### src/rtl/jac_control_unit.sv
// Jac1-8 instruction sequencer: fetch/decode/execute FSM, 8x8 register file,
// ALU operand staging and program-flow resolution against status and registers.
module jac_control_unit #(
    parameter int DataWidth     = 8,
    parameter int NumOpCodeBits = 5,
    parameter int ParamBits     = 8,
    parameter int NumStatusBits = 3,
    parameter int NumRegs       = 8
) (
    input  logic                                                  clock,
    input  logic                                                  reset,
    input  logic                                                  run,
    output logic                                                  imem_req,
    output logic [ParamBits-1:0]                                  imem_addr,
    input  logic [NumOpCodeBits+$clog2(NumRegs)+ParamBits-1:0]    imem_data,
    input  logic                                                  imem_valid,
    output logic [NumOpCodeBits-1:0]                              alu_opcode,
    output logic [DataWidth-1:0]                                  alu_operand1,
    output logic [DataWidth-1:0]                                  alu_operand2,
    output logic [ParamBits-1:0]                                  alu_param,
    input  logic [DataWidth-1:0]                                  alu_result,
    input  logic [NumStatusBits-1:0]                              alu_status,
    output logic [NumStatusBits-1:0]                              status_q,
    output logic [ParamBits-1:0]                                  pc,
    output logic                                                  instr_retired,
    output logic                                                  illegal_op,
    input  logic [$clog2(NumRegs)-1:0]                            dbg_sel,
    output logic [DataWidth-1:0]                                  dbg_data
);

    localparam int RegIdxBits = $clog2(NumRegs);
    localparam int InstrBits  = NumOpCodeBits + RegIdxBits + ParamBits;
    localparam int ZeroBit    = 2;

    localparam logic [NumOpCodeBits-1:0] OP_NOP  = NumOpCodeBits'(5'b00000);
    localparam logic [NumOpCodeBits-1:0] OP_ADD  = NumOpCodeBits'(5'b00001);
    localparam logic [NumOpCodeBits-1:0] OP_SUB  = NumOpCodeBits'(5'b00010);
    localparam logic [NumOpCodeBits-1:0] OP_AND  = NumOpCodeBits'(5'b00011);
    localparam logic [NumOpCodeBits-1:0] OP_OR   = NumOpCodeBits'(5'b00100);
    localparam logic [NumOpCodeBits-1:0] OP_NOT  = NumOpCodeBits'(5'b00101);
    localparam logic [NumOpCodeBits-1:0] OP_XOR  = NumOpCodeBits'(5'b00110);
    localparam logic [NumOpCodeBits-1:0] OP_SHL  = NumOpCodeBits'(5'b00111);
    localparam logic [NumOpCodeBits-1:0] OP_SHR  = NumOpCodeBits'(5'b01000);
    localparam logic [NumOpCodeBits-1:0] OP_VAL  = NumOpCodeBits'(5'b01001);
    localparam logic [NumOpCodeBits-1:0] OP_GOTO = NumOpCodeBits'(5'b10000);
    localparam logic [NumOpCodeBits-1:0] OP_IFZ  = NumOpCodeBits'(5'b10001);
    localparam logic [NumOpCodeBits-1:0] OP_IFNZ = NumOpCodeBits'(5'b10010);
    localparam logic [NumOpCodeBits-1:0] OP_IFEQ = NumOpCodeBits'(5'b10011);
    localparam logic [NumOpCodeBits-1:0] OP_IFST = NumOpCodeBits'(5'b10100);
    localparam logic [NumOpCodeBits-1:0] OP_IFGT = NumOpCodeBits'(5'b10101);

    typedef enum logic [1:0] {S_FETCH, S_DECODE, S_EXECUTE} state_e;

    state_e                     r_state;
    state_e                     w_next_state;
    logic                       w_fetch_fire;
    logic [InstrBits-1:0]       r_instr;
    logic [ParamBits-1:0]       r_pc;
    logic [NumStatusBits-1:0]   r_status;
    logic [DataWidth-1:0]       r_regs [NumRegs];
    logic [NumOpCodeBits-1:0]   r_alu_opcode;
    logic [DataWidth-1:0]       r_alu_operand1;
    logic [DataWidth-1:0]       r_alu_operand2;
    logic [ParamBits-1:0]       r_alu_param;

    logic [NumOpCodeBits-1:0]   w_opcode;
    logic [RegIdxBits-1:0]      w_rd;
    logic [ParamBits-1:0]       w_param;
    logic [DataWidth-1:0]       w_rd_val;
    logic [DataWidth-1:0]       w_r0_val;
    logic                       w_branch;
    logic                       w_wr_reg;
    logic                       w_wr_status;
    logic                       w_illegal;
    logic [DataWidth-1:0]       w_wr_data;
    logic [ParamBits-1:0]       w_pc_next;

    assign w_opcode = r_instr[InstrBits-1 -: NumOpCodeBits];
    assign w_rd     = r_instr[ParamBits +: RegIdxBits];
    assign w_param  = r_instr[ParamBits-1:0];
    assign w_rd_val = r_regs[w_rd];
    assign w_r0_val = r_regs[0];

    // NOTE: state and datapath registers use non-blocking assignments so every
    // flop samples pre-edge values regardless of statement order.
    always_ff @(posedge clock) begin
        if (reset) r_state <= S_FETCH;
        else       r_state <= w_next_state;
    end

    // NOTE: every combinational output gets a default first so no path leaves
    // a signal unassigned and infers a latch.
    always_comb begin
        w_next_state = r_state;
        imem_req     = 1'b0;
        w_fetch_fire = 1'b0;
        case (r_state)
            S_FETCH: begin
                // Reset gates the request so a pending fetch is dropped immediately.
                imem_req     = run & ~reset;
                w_fetch_fire = run & ~reset & imem_valid;
                if (w_fetch_fire) w_next_state = S_DECODE;
            end
            S_DECODE:  w_next_state = S_EXECUTE;
            S_EXECUTE: w_next_state = S_FETCH;
            default:   w_next_state = S_FETCH;
        endcase
    end

    always_comb begin
        w_branch    = 1'b0;
        w_wr_reg    = 1'b0;
        w_wr_status = 1'b0;
        w_illegal   = 1'b0;
        w_wr_data   = alu_result;
        case (w_opcode)
            OP_ADD, OP_SUB, OP_AND, OP_OR, OP_NOT, OP_XOR, OP_SHL, OP_SHR: begin
                w_wr_reg    = 1'b1;
                w_wr_status = 1'b1;
            end
            OP_VAL: begin
                w_wr_reg  = 1'b1;
                w_wr_data = DataWidth'(w_param);
            end
            OP_NOP:  ;
            OP_GOTO: w_branch = 1'b1;
            OP_IFZ:  w_branch = r_status[ZeroBit];
            OP_IFNZ: w_branch = ~r_status[ZeroBit];
            OP_IFEQ: w_branch = (w_rd_val == w_r0_val);
            OP_IFST: w_branch = (w_rd_val <  w_r0_val);
            OP_IFGT: w_branch = (w_rd_val >  w_r0_val);
            default: w_illegal = 1'b1;
        endcase
        w_pc_next = w_branch ? w_param : r_pc + ParamBits'(1);
    end

    always_ff @(posedge clock) begin
        if (reset) begin
            r_instr        <= '0;
            r_pc           <= '0;
            r_status       <= '0;
            r_alu_opcode   <= '0;
            r_alu_operand1 <= '0;
            r_alu_operand2 <= '0;
            r_alu_param    <= '0;
            // NOTE: the register file is architecturally cleared by reset, so it
            // is built from resettable flops rather than an inferred RAM.
            for (int i = 0; i < NumRegs; i++) r_regs[i] <= '0;
        end else begin
            if (w_fetch_fire) r_instr <= imem_data;
            if (r_state == S_DECODE) begin
                r_alu_opcode   <= w_opcode;
                r_alu_operand1 <= w_rd_val;
                r_alu_operand2 <= r_regs[w_param[RegIdxBits-1:0]];
                r_alu_param    <= w_param;
            end
            if (r_state == S_EXECUTE) begin
                r_pc <= w_pc_next;
                if (w_wr_reg)    r_regs[w_rd] <= w_wr_data;
                if (w_wr_status) r_status     <= alu_status;
            end
        end
    end

    assign imem_addr     = r_pc;
    assign pc            = r_pc;
    assign status_q      = r_status;
    assign alu_opcode    = r_alu_opcode;
    assign alu_operand1  = r_alu_operand1;
    assign alu_operand2  = r_alu_operand2;
    assign alu_param     = r_alu_param;
    assign instr_retired = (r_state == S_EXECUTE);
    assign illegal_op    = (r_state == S_EXECUTE) & w_illegal;
    assign dbg_data      = r_regs[dbg_sel];

endmodule

### config.mk
export PLATFORM = sky130hd
export DESIGN_NAME = jac_control_unit
export DESIGN_NICKNAME = d
export VERILOG_FILES = /design/src/rtl/jac_control_unit.sv
export SDC_FILE = /design/constraint.sdc
export NUM_CORES = 1
export LEC_CHECK = 0
export CAP_MARGIN = 20
export CORE_AREA = 2 2 152 154
export CTS_CLUSTER_SIZE = 10
export DETAILED_ROUTE_END_ITERATION = 12
export DIE_AREA = 0 0 154 156
export HOLD_SLACK_MARGIN = 0.08
export PLACE_DENSITY = 0.48
export SYNTH_ARGS = -nofsm -noshare
export SYNTH_HDL_FRONTEND = slang
export SYNTH_SLANG_ARGS = --single-unit
### constraint.sdc
create_clock -name clock -period 3.6 [get_ports clock]
set_input_delay 0.54 -clock clock [delete_from_list [all_inputs] [get_ports clock]]
set_output_delay 0.54 -clock clock [all_outputs]
set_load 0.01 [all_outputs]
Word-level counts from Yosys, hierarchy flattened
Memories as Yosys holds them, arrays and structs flattened. A register that Yosys moved wholly into a read port is not among the register bits.
Cells that the tools add are included.
{"block": "classes", "add_sub_neg": 1, "order_cmp": 2, "n_eq_ne": 19, "muxes": 21, "bitwise_logic": 5, "n_reduce_logical": 7}
{"operator": "5-bit equality test, second input constant", "count": 6}
{"operator": "8-bit two-way mux", "count": 3}
{"operator": "5-bit by 3-bit equality test with 1-bit output, second input constant", "count": 4}
{"operator": "16-bit OR reduction", "count": 1}
{"operator": "8-bit OR reduction", "count": 2}
{"operator": "1-bit two-way mux", "count": 12}
{"operator": "5-bit by 2-bit equality test with 1-bit output, second input constant", "count": 2}
{"operator": "5-bit by 4-bit equality test with 1-bit output, second input constant", "count": 2}
{"operator": "3-bit two-way mux", "count": 3}
{"operator": "9-bit OR reduction", "count": 1}
{"operator": "8-bit by 1-bit adder with 8-bit output, second input constant", "count": 1}
{"operator": "8-bit equality test", "count": 1}
{"operator": "8-bit greater-than comparator", "count": 1}
{"operator": "8-bit less-than comparator", "count": 1}
{"operator": "1-bit case mux with 6 select lines", "count": 1}
{"operator": "5-bit by 1-bit equality test with 1-bit output, second input constant", "count": 1}
{"operator": "5-bit logical NOT", "count": 1}
{"operator": "2-bit case mux with 2 select lines", "count": 1}
{"operator": "1-bit AND", "count": 3}
{"operator": "2-bit by 1-bit equality test with 1-bit output, second input constant", "count": 1}
{"operator": "2-bit equality test, second input constant", "count": 1}
{"operator": "2-bit logical NOT", "count": 1}
{"operator": "2-bit two-way mux", "count": 1}
{"operator": "2-bit != test, second input constant", "count": 1}
{"operator": "other kinds (2)", "count": 3}
{"block": "totals", "ff_bits": 50, "mem_bits_rw": 64, "input_bits": 34, "out_inout_bits": 59, "word_cells": 63, "mem_count": 1}
{"memory": "r_regs", "words": 8, "word_bits": 8, "read_ports": 4, "rd_ports_with_merged_regs": 2, "wr": 8, "line": "60", "rtl": "logic [DataWidth-1:0] r_regs [NumRegs];"}

Longest topological paths before layout
{"block": "depth", "depth_word": 9, "depth_mapped": 11, "mapped_depth_nobuf": 9}

Least setup slack after synthesis
OpenSTA, ideal clock, no wires.
{"block": "synth_timing", "path_type": "register -> register", "startpoint": "reg with a tool-made name", "endpoint": "reg r_pc[0] (netlist: imem_addr[0])", "setup_time_ns": 0.074, "t_arrival_ns": 3.097, "t_required_ns": 3.526, "path_slack_ns": 0.429, "stages_incl_launch_ff": 12, "n_path_buf": 2, "period_less_slack_ns": 3.171, "path_cell_list": "dfxtp_1 -> buf_2 -> buf_4 -> mux4_2 -> mux2_2 -> ha_1 -> nor2b_4 -> o211ai_2 -> a21oi_2 -> o2111a_2 -> or4_1 -> a31oi_1"}
{"element": "to (signal assigned)", "line": "158", "rtl": "r_pc <= w_pc_next;"}
{"element": "to (decl)", "line": "58", "rtl": "logic [ParamBits-1:0] r_pc;"}

==> out/qor.csv <==
metric,value,unit
vias,4862,
crit_type,reg2reg,
yosys_warnings,0,
pwr-share-seq,0.422,
cts_tree,yes,
cts.clk_slew.worst_paths,0.06,ns
hpwl,13700,um
syn-instance-count,581,
cap_viol_max_count,0,
drt_iter0_drc,276,
gr-total-overflow,0,
start_util,0.296,
p_int,2.89,mW
grt_pass1_vias,4923,
skew,0.00842,ns
p_leak,2.87,nW
cts_root_buffer,clkbuf_16,
r2r_cells,10,
ir_drop,233,uV
rows,55,
synth_top_area_cell,edfxtp_1,
slew_violations,0,
final_nets,700,
antenna_cells,0,
grt_pass1_wl,29200,um
p_switching,0.926,mW
clk_latency,0.42,ns
finalSetupViolCount,0,
cp.arrival,3.49,ns
whs,0.457,ns
syn_nets,624,
cts_resized,0,
utilization,0.376,
status,completed,
core,22400,um^2
dr.pass1.iters,4,
grt_max_degree,72,
synth_top_cell_area_share,0.290,
cts_hold_buf,0,
swShare,0.243,
cts_setup_buffers,0,
slew_headroom,0.343,
finalWirelength,18600,um
synth-main-ff-cell,edfxtp_1,
holdPathStages,2,
rsz0062_at_grt,no,
p_clk_frac,0.468,
dieArea,24000,um^2
area_growth,27.0,%
hold_viol,0,
startpoint_type,flop,
fin_setup_tns,0,ns
ys_seq_elements,125,
die_y,156,um
cts_buffers,17,
clock_path_buffers,2,
antenna_found_initial,0,
io_pins,93,
syn_area,6630,um^2
grt_usage,0.161,
crit_fanout,16,
p_comb_frac,0.110,
vias_per_cell,5.09,
fin_crit_sh,0.885,
die_w,154,um
min_path_type,reg2reg,
synth_async_sr_flop_share,0,
ys_types,58,
drtAntennaViolNets,0,
cellPowerDensity,453,nW/um^2
place.gp.congestion,0.845,
clock_sinks,125,
min_period,3.19,ns
final_cell_mix,"nor2_1, clkdlybuf4s50_1, nand2_1",
clock.fmax,314,MHz
crit_required,3.90,ns
endpoint_kind,flop,
worst_pin_slew,0.958,ns
syn_avg_cell_area,11.4,um^2
synth-edff-count,64,
ys_seq_area_frac,0.474,
route.detailed.drc,0,
final_layout_size_suffix_gt1_frac,0.200,
port-buffer-count,92,
layout_commonest_cell,nor2_1,
rrSetupSlack,0.41,ns
synthTopCellsByArea,"edfxtp_1, dfxtp_1, mux4_2",
wl_per_cell,19.4,um
htreeDepth,4,
==> cells in the mapped netlist (4+ instances only) <==
library cell,number
a211oi_1,11
nand2_1,73
dfxtp_1,61
nor3_1,7
a31oi_1,4
edfxtp_1,64
mux4_2,48
nor3b_1,5
buf_4,9
mux2_2,15
nor2_1,96
o211ai_1,7
inv_1,11
mux2i_1,20
buf_2,8
nand2b_1,10
or4_1,5
clkbuf_1,22
nor2b_1,8
ha_1,9
a21oi_1,33
==> registers in the layout, indices dropped and copies added, names as in the netlist, named ones only <==
register      count
alu_opcode        5
alu_operand1      8
alu_operand2      8
alu_param         8
imem_addr         8
r_instr          16
r_regs           64
r_state           2
status_q          3
==> cell families (layout without fill, tap and decap cells) <==
group | Yosys count | in the layout | synth area share
compound gates | 72 | 72 | 0.0780
flops | 125 | 125 | 0.474
simple gates | 231 | 231 | 0.167
mux | 83 | 83 | 0.219
buf+inv | 61 | 150 | 0.0448
fa+ha+maj | 9 | 9 | 0.0170
==> through the flow <==
step / instances / worst slack [ns] / power (mW) / area, um^2
2_1_floorplan: 581 / 0.429 / 1.87 / 6630
3_3_place_gp: 922 / 0.460 / 2.05 / 7760
3_5_place_dp: 923 / 0.388 / 2.06 / 7790
4_1_cts: 955 / 0.386 / 3.84 / 8410
5_1_grt: 955 / 0.177 / 3.94 / 8410
6_report: 955 / 0.415 / 3.81 / 8410
==> final timing paths <==
check | startpoint | to
max | flop | imem_addr[6]
min | alu_param[7] | alu_param[7]
max reg2reg | flop | imem_addr[6]
min reg2reg | alu_param[7] | alu_param[7]
==> worst max-delay path, stage by stage, from the launching register on <==
cell      delay, ns
dfxtp_1        0.35
buf_12         0.19
mux4_2         0.52
mux2_2         0.32
ha_1           0.34
nand4_2        0.16
o311ai_0       0.42
o311ai_2       0.22
o41ai_4        0.15
a211oi_1       0.10
a221o_1        0.29
==> routing by layer <==
metal  GRT usage  vias up  share of wire
met5           0        -              0
met2       0.266      152           0.48
met1       0.212     2413           0.45
li1            -     2279              -
met3      0.0331       18          0.050
met4      0.0530        0          0.014
==> layout make-up <==
type | instances | area (um^2)
inverter | 15 | 56.3
sequential | 125 | 3140
fill | 2165 | 14000
multi-input combinational | 395 | 3190
timing repair buffer | 103 | 1040
clock inverter | 10 | 95.1
clock buffer | 22 | 528
tap | 285 | 357
==> power groups by stage <==
| stage | Sequential (mW) | Combinational (mW) | Clock, mW |
|---|---|---|---|
| floorplan | 1.62 | 0.252 | 0 |
| global route | 1.61 | 0.454 | 1.87 |
| detailed placement | 1.64 | 0.422 | 0 |
| finish | 1.61 | 0.419 | 1.79 |
| global placement | 1.64 | 0.416 | 0 |
| CTS | 1.61 | 0.425 | 1.81 |
No activity file was read; power rests on OpenSTA's default activity.
